==> src/rtl/mem_bus_ctrl.sv <==
// MEM-stage access controller: routes EX loads/stores to the zero-wait
// scratch-pad (SPM) or to the shared system bus. On the bus it runs a
// request/grant/ready handshake and raises busy while the access is pending.
module mem_bus_ctrl #(
  parameter int          ADDR_W     = 30,
  parameter int          DATA_W     = 32,
  parameter logic [2:0]  SPM_REGION = 3'h7
) (
  input  logic              clk,
  input  logic              reset,
  // EX side
  input  logic              req,
  input  logic              rw,
  input  logic [ADDR_W-1:0] addr,
  input  logic [DATA_W-1:0] wr_data,
  input  logic              stall,
  input  logic              flush,
  output logic [DATA_W-1:0] rd_data,
  output logic              busy,
  // scratch-pad side (combinational)
  output logic              spm_as,
  output logic              spm_rw,
  output logic [ADDR_W-1:0] spm_addr,
  output logic [DATA_W-1:0] spm_wr_data,
  input  logic [DATA_W-1:0] spm_rd_data,
  // system bus side (registered)
  output logic              bus_req,
  input  logic              bus_grant,
  output logic              bus_as,
  output logic              bus_rw,
  output logic [ADDR_W-1:0] bus_addr,
  output logic [DATA_W-1:0] bus_wr_data,
  input  logic              bus_rdy,
  input  logic [DATA_W-1:0] bus_rd_data
);

  typedef enum logic [1:0] {
    IDLE   = 2'd0,
    REQ    = 2'd1,
    ACCESS = 2'd2,
    STALL  = 2'd3
  } state_e;

  state_e              state_q, state_d;
  logic                bus_req_q, bus_req_d;
  logic                bus_as_q, bus_as_d;
  logic                bus_rw_q, bus_rw_d;
  logic [ADDR_W-1:0]   bus_addr_q, bus_addr_d;
  logic [DATA_W-1:0]   bus_wr_data_q, bus_wr_data_d;
  logic [DATA_W-1:0]   rd_buf_q, rd_buf_d;

  logic spm_hit;

  // Top three address bits pick the scratch-pad region.
  assign spm_hit = (addr[ADDR_W-1:ADDR_W-3] == SPM_REGION);

  // SPM control follows EX directly; only the strobe is qualified.
  assign spm_rw      = rw;
  assign spm_addr    = addr;
  assign spm_wr_data = wr_data;

  assign bus_req     = bus_req_q;
  assign bus_as      = bus_as_q;
  assign bus_rw      = bus_rw_q;
  assign bus_addr    = bus_addr_q;
  assign bus_wr_data = bus_wr_data_q;

  // Next-state and output decode; bus_as defaults low so it pulses one cycle.
  always_comb begin
    state_d       = state_q;
    bus_req_d     = bus_req_q;
    bus_as_d      = 1'b0;
    bus_rw_d      = bus_rw_q;
    bus_addr_d    = bus_addr_q;
    bus_wr_data_d = bus_wr_data_q;
    rd_buf_d      = rd_buf_q;
    rd_data       = '0;
    busy          = 1'b0;
    spm_as        = 1'b0;

    case (state_q)
      IDLE: begin
        if (!flush && req) begin
          if (spm_hit) begin
            spm_as = 1'b1;
            if (rw) rd_data = spm_rd_data;
          end else begin
            busy      = 1'b1;
            bus_req_d = 1'b1;
            state_d   = REQ;
          end
        end
      end

      REQ: begin
        busy = 1'b1;
        // Once granted the access is committed, so grant beats flush.
        if (bus_grant) begin
          bus_as_d      = 1'b1;
          bus_rw_d      = rw;
          bus_addr_d    = addr;
          bus_wr_data_d = wr_data;
          state_d       = ACCESS;
        end else if (flush) begin
          bus_req_d = 1'b0;
          state_d   = IDLE;
        end
      end

      ACCESS: begin
        // A started bus cycle always runs to completion; flush is ignored.
        busy = !bus_rdy;
        if (bus_rdy) begin
          if (bus_rw_q) rd_data = bus_rd_data;
          rd_buf_d  = bus_rd_data;
          bus_req_d = 1'b0;
          state_d   = stall ? STALL : IDLE;
        end
      end

      STALL: begin
        // Pipeline is frozen: keep presenting the captured load result.
        rd_data = rd_buf_q;
        if (!stall) state_d = IDLE;
      end

      default: state_d = IDLE;
    endcase
  end

  // State and bus-side registers with synchronous reset.
  always_ff @(posedge clk) begin
    if (reset) begin
      state_q       <= IDLE;
      bus_req_q     <= 1'b0;
      bus_as_q      <= 1'b0;
      bus_rw_q      <= 1'b1;
      bus_addr_q    <= '0;
      bus_wr_data_q <= '0;
      rd_buf_q      <= '0;
    end else begin
      state_q       <= state_d;
      bus_req_q     <= bus_req_d;
      bus_as_q      <= bus_as_d;
      bus_rw_q      <= bus_rw_d;
      bus_addr_q    <= bus_addr_d;
      bus_wr_data_q <= bus_wr_data_d;
      rd_buf_q      <= rd_buf_d;
    end
  end

endmodule

==> config.mk <==
export PLATFORM = sky130hd
export DESIGN_NAME = mem_bus_ctrl
export DESIGN_NICKNAME = d
export VERILOG_FILES = /design/src/rtl/mem_bus_ctrl.sv
export SDC_FILE = /design/constraint.sdc
export NUM_CORES = 1
export LEC_CHECK = 0
export ABC_CLOCK_PERIOD_IN_PS = 2250
export CAP_MARGIN = 20
export CORE_ASPECT_RATIO = 0.75
export CORE_MARGIN = 2
export CORE_UTILIZATION = 35
export CTS_CLUSTER_SIZE = 28
export DETAILED_ROUTE_END_ITERATION = 6
export HOLD_SLACK_MARGIN = 0.03
export PLACE_DENSITY = 0.79
export SKIP_CTS_REPAIR_TIMING = 1
export SKIP_LAST_GASP = 1
export SYNTH_ARGS = -nofsm -noshare
export SYNTH_HDL_FRONTEND = slang
export SYNTH_SLANG_ARGS = --single-unit
==> constraint.sdc <==
create_clock -name clk -period 2.25 [get_ports clk]
set_clock_uncertainty 0.05 [all_clocks]
set_input_delay 0.3375 -clock clk [delete_from_list [all_inputs] [get_ports clk]]
set_output_delay 0.3375 -clock clk [all_outputs]
set_load 0.1 [all_outputs]
==> out/qor.yml, run 1 <==
slew_headroom_pct: 70.7
viasPerCell: 5.06
r2r.worst_path.cells: 8
fin_area_sq_um: 9090
drtAntennaViolNets: 0
cts_buffer_depth: 2
grt_start_max_net_pins: 46
cp.required_ns: 1.86
vdd_drop_max_mv: 0.385
vias: 5235
whs_path_depth: 2
stdcell_count: 1034
drtIter0Drc: 452
synth_top_area_share_pct: 43.1
fin_crit_ns: 2.40
hpwl_um: 12600
syn_area_per_cell_sq_um: 7.71
worstPathMaxFanout: 16
root_buffer: "clkbuf_16"
yosys_warnings: 0
clk_pin_slew_ns: 0.07
fp-row-count: 36
synth_cell_types: 28
slew_violations: 0
final_layout_size_suffix_gt1_share_pct: 34.0
multiInputGateArea_sq_um: 2240
dp_cells: 1004
synthCells: 596
synth_top_cell_by_area: "dfxtp_1"
grt_pass1_vias: 4759
grt.overflow.total: 0
setup_violations: 32
layout.nets: 996
outcome: "finished with violations"
setup_slack_ns: -0.146
seq_area_frac_synth_pct: 43.1
hold_viol: 0
hp-class: "in -> reg"
chipWidth_um: 136
antenna_found_initial: 2
area_delta_synth_final_pct: 97.8
cts_max_level: 3
ios: 296
drtPass1Iterations: 6
startpoint_type: "register"
syn-num-nets: 736
leakage_nw: 3.53
placed_area_sq_um: 8560
port_buffers: 295
crit_arrival_ns: 2.01
fill_cells: 971
synthTopCellsByArea: "dfxtp_1 43%, nand2_1 16%, a21oi_1 11%"
worstMarginPinSlew_ns: 0.440
syn-cell-area_sq_um: 4590
drc: 0
grt_pass1_wl_um: 25000
gr-usage-all-layers_pct: 22.5
violations: "setup timing"
p_per_area_nw_per_um2: 617
totalWireLength_um: 18400
globalplace.congestion: 0.787
cts_sinks: 99
wl_per_cell_um: 17.8
core_sq_um: 12900
end_kind: "output port"
finalCritPeriodShare_pct: 106
cts_buffers: 9
clk_latency_ns: 0.33
die_h_um: 103
setup_tns_ns: -2.37
drv_cap: 0
regArea_sq_um: 1990
tritoncts: "yes"
critPathKind: "reg -> out"
ys_seq_elements: 99
start_util_pct: 35.7
floorplan.die_area_sq_um: 14100
grt_setup_unrepaired: "true"
fmax_mhz: 417
-- synth_stat cells --
cell,instances
a21bo_2,1
a21oi_1,98
a221oi_1,1
a222oi_1,32
a31oi_1,2
a41o_1,1
and2_1,2
and3_1,2
and3_2,1
and4_4,1
buf_1,1
buf_2,16
buf_4,63
buf_6,1
buf_8,3
clkbuf_1,25
dfxtp_1,99
ha_1,6
inv_1,3
mux2_2,1
nand2_1,192
nand2b_1,3
nand3_1,3
nand3b_1,1
nor2_1,35
nor2b_1,1
nor3_1,1
nor3b_1,1
-- cells in the final DEF (no fill, tap or decap), drive strengths merged --
master         synthesis  layout
buf                   84     220
nand2                192     192
clkdlybuf4s50          0     128
dfxtp                 99      99
a21oi                 98      98
nor2                  35      35
a222oi                32      32
clkbuf                25      13
ha                     6       6
inv                    3       6
and4                   1       4
dlymetal6s2s           0       4
nand3                  3       3
nand2b                 3       3
and3                   3       3
diode                  0       2
a31oi                  2       2
and2                   2       2
clkinv                 0       2
nor2b                  1       1
nor3b                  1       1
a21bo                  1       1
a221oi                 1       1
nor3                   1       1
mux2                   1       1
a41o                   1       1
nand3b                 1       1
clkinvlp               0       1
-- sequential cells by signal, indices dropped and copies added (netlist names) --
signal	cells
bus_rw	1
bus_addr	30
bus_as	1
bus_req	1
rd_buf_q	32
bus_wr_data	32
state_q	2
-- layer usage --
| metal | GRT usage [%] | part of all wire, % | up-vias |
|---|---|---|---|
| met1 | 27.6 | 40 | 2467 |
| met4 | 3.69 | 1.0 | 0 |
| met2 | 39.3 | 49 | 266 |
| li1 | - | - | 2486 |
| met5 | 0 | 0 | - |
| met3 | 7.85 | 10 | 16 |
-- path summary, 6_finish.rpt --
check / slack [ns] / from / to
max reg2reg: 0.35 / state_q[1]$_SDFFE_PP0P_ / state_q[0]$_SDFFE_PP0P_
min: 0.38 / reset / bus_as$_SDFF_PP0_
max: -0.15 / state_q[0]$_SDFFE_PP0P_ / rd_data[17]
min reg2reg: 0.41 / bus_wr_data[15]$_SDFFE_PP0P_ / bus_wr_data[15]$_SDFFE_PP0P_
-- critical path: stages, from the launching register on --
cell and delay [ns]:
dfxtp_2 0.35, inv_2 0.07, ha_2 0.19, and3_4 0.20, clkbuf_16 0.19, a222oi_1 0.29, buf_4 0.19, nor2_4 0.03
buf_12 0.16
-- cell families (layout without fill, tap and decap cells) --
kind of cell	after synthesis	in the layout	synth area share, %
AOI/OAI and AO/OA	135	135	18.5
adders and majority gates	6	6	1.63
other	0	2	0
buffers and inverters	112	374	15.6
muxes	1	1	0.245
and+or+nand+nor	243	246	20.8
DFF	99	99	43.1
-- report_power, final --
part           switching, W  internal, W  total, W
Clock              0.000708     0.000794   0.00150
Sequential        0.0000418      0.00183   0.00187
Combinational       0.00152     0.000716   0.00224
Total               0.00227      0.00334   0.00561
-- stage by stage --
stage / total power [W] / setup WS (ns) / utilization, % / hold WS (ns)
2_1_floorplan: 0.00335 / 0.00459 / - / 0.386
3_3_place_gp: 0.00406 / -0.294 / 66.4 / 0.392
3_5_place_dp: 0.00409 / -0.308 / 66.4 / 0.397
4_1_cts: 0.00559 / -0.340 / 68.6 / 0.381
5_1_grt: 0.00579 / -0.209 / 70.5 / 0.389
6_report: 0.00561 / -0.146 / 70.6 / 0.381
-- final cells by class --
class | instances | area share (%)
antenna | 2 | 0.0551
clock buffer | 10 | 2.63
clock inverter | 6 | 0.523
inverter | 3 | 0.151
multi-input combinational | 388 | 24.6
sequential | 99 | 21.9
tap | 171 | 2.35
timing repair buffer | 355 | 47.8
No activity file was read; power rests on OpenSTA's default activity.
==> run 2, diff against run 1 <==
- DONT_BUFFER_PORTS: not set -> 1
- PLACE_DENSITY: 0.79 -> 0.5
- SLEW_MARGIN: not set -> 15
==> out/qor.yml, run 2 (same netlist as run 1, synthesis figures left out) <==
clk_latency_ns: 0.34  # about the same
outcome: "finished with violations"
gr-usage-all-layers_pct: 18.2  # -4.4 points
setup_slack_ns: -0.0737  # +0.0722 ns
clk_pin_slew_ns: 0.07  # about the same
final_cell_mix: "191 x nand2_1, 98 x a21oi_1, 96 x dfxtp_1"
worst_path_dominant_cell_family: "buffers and inverters"
slew_violations: 0  # unchanged
hpwl_um: 9710  # -23%
antenna_found_initial: 0  # -2
final_common_cell: "nand2_1"
grt_start_max_net_pins: 101  # +120%
final_layout_size_suffix_gt1_share_pct: 29.5  # -4.5 points
crit_start: "state_q[0]$_SDFFE_PP0P_"
fin_crit_ns: 2.32  # -0.0722 ns
ios: 296  # unchanged
wl_per_cell_um: 18.6  # +4.7%
vdd_drop_max_mv: 0.404  # +5.1%
reg2reg_slack_ns: 0.27  # -0.08 ns
drtIter0Drc: 321  # -29%
grt_pass1_vias: 3882  # -18%
worstPathMaxFanout: 8  # -8
crit_arrival_ns: 1.94  # -0.07 ns
drtAntennaViolNets: 0  # unchanged
core_sq_um: 12900  # unchanged
drv_cap: 0  # unchanged
vias: 4196  # -20%
cts_sinks: 99  # unchanged
slew_headroom_pct: 57.1  # -14 points
viasPerCell: 5.28  # +4.4%
chipWidth_um: 136  # unchanged
fp-row-count: 36  # unchanged
end_kind: "output port"
cp.buffers_inverters: 3  # -1
grt.overflow.total: 0  # unchanged
fill_cells: 1234  # +27%
leakage_nw: 2.23  # -37%
hold_ws_ns: 0.0584  # -0.322 ns
hold_viol: 0  # unchanged
slowest_stage: "a222oi_1"
floorplan.die_area_sq_um: 14100  # unchanged
root_buffer: "clkbuf_16"
worstPathCellList: "inv_2 > ha_4 > and3_4 > clkbuf_16 > a222oi_1 > nor2_4 > buf_12"
globalplace.congestion: 0.789  # +0.24%
cp-endpoint: "rd_data[14]"
hp-class: "in -> reg"
worstMarginPinSlew_ns: 0.642  # +0.203 ns
utilization_pct: 48.4  # -22 points
fmax_mhz: 430  # +3.1%
r2r.worst_path.cells: 7  # -1
totalWireLength_um: 14800  # -20%
drc: 0  # unchanged
die_h_um: 103  # unchanged
cts_max_level: 3  # unchanged
port_buffers: 0  # -100%
cp.required_ns: 1.86  # about the same
r2r_end: "bus_addr[25]$_SDFFE_PP0P_"
worstSetupPathDepth: 7  # -1
violations: "setup timing"
setup_violations: 30  # -6.3%
area_delta_synth_final_pct: 35.6
finalCritPeriodShare_pct: 103  # -3.2 points
startpoint_type: "register"
grt_pass1_wl_um: 19900  # -20%
r2r_start: "state_q[1]$_SDFFE_PP0P_"
p_per_area_nw_per_um2: 757  # +23%
start_util_pct: 35.7  # unchanged
pre_cts_ws_ns: 0.129  # +0.436 ns
tritoncts: "yes"
cts_buffers: 9  # unchanged
cts_buffer_depth: 2  # unchanged
drtPass1Iterations: 6  # unchanged
grt_setup_unrepaired: "true"
layout.nets: 759  # -24%
cpPeakStageDelay_ns: 0.41  # +0.06 ns
critPathKind: "reg -> out"
antennaDiodeCount: 0  # -2
## run 2: cell types whose count changed in the layout (fill, tap and decap cells not counted), sizes merged, moves of 3 or more
cell and change:
inv -3, dlymetal6s2s -4, clkdlybuf4s50 -128, buf -106
## run 2: cell type report
cell class	count	area [sq um]	share of cell area (%)
Multi-Input combinational cell	388	2230	35.8
Sequential cell	99	1990	31.9
Timing Repair Buffer	118	1470	23.5
Clock buffer	11	243	3.89
Tap cell	171	214	3.43
Clock inverter	4	75.1	1.20
Inverter	3	11.3	0.181
## run 2: worst min path at each step
| stage | startpoint | to | slack (ns) | cells after the start |
|---|---|---|---|---|
| floorplan | rd_buf_q[0]$_SDFFE_PP0P_ | rd_buf_q[0]$_SDFFE_PP0P_ | 0.39 | 2 |
| global placement | reset | bus_addr[12]$_SDFFE_PP0P_ | 0.37 | 1 |
| detailed placement | reset | bus_addr[13]$_SDFFE_PP0P_ | 0.37 | 1 |
| CTS | reset | bus_addr[13]$_SDFFE_PP0P_ | 0.006 | 1 |
| global route | reset | bus_rw$_SDFFE_PP1P_ | 0.05 | 1 |
| finish | reset | bus_rw$_SDFFE_PP1P_ | 0.06 | 1 |
## run 2: report_power, final
group	leakage, nW	total (W)	internal [W]	switching (W)
clock network	0.148	0.00165	0.000999	0.000647
logic	1.28	0.00122	0.000272	0.000944
registers	0.802	0.00186	0.00183	0.0000272
total	2.23	0.00472	0.00310	0.00162
## run 2: routing by layer
| layer | vias up | global-route usage, % | part of all wire, % |
|---|---|---|---|
| met5 | - | 0 | 0 |
| met4 | 0 | 4.89 | 1.7 |
| met3 | 33 | 7.36 | 9.6 |
| met2 | 226 | 31.1 | 48 |
| met1 | 1939 | 21.3 | 41 |
| li1 | 1998 | - | - |
## run 2: stage by stage
stage / instance area (sq um) / total power (W) / instances / TNS (ns)
after floorplan: 4840 / 0.00335 / 596 / 0
after global placement: 5670 / 0.00304 / 770 / 0
after detailed placement: 5670 / 0.00305 / 770 / 0
after CTS: 5990 / 0.00471 / 785 / -6.47
after global routing: 6230 / 0.00490 / 794 / -4.05
final: 6230 / 0.00472 / 794 / -1.37
## run 2: worst reg2reg max path, stage by stage (launching register included)
cell	delay, ns
dfxtp_4	0.37
inv_2	0.08
buf_4	0.13
ha_1	0.23
and2_2	0.56
buf_4	0.28
nand2_1	0.07
a21oi_1	0.14
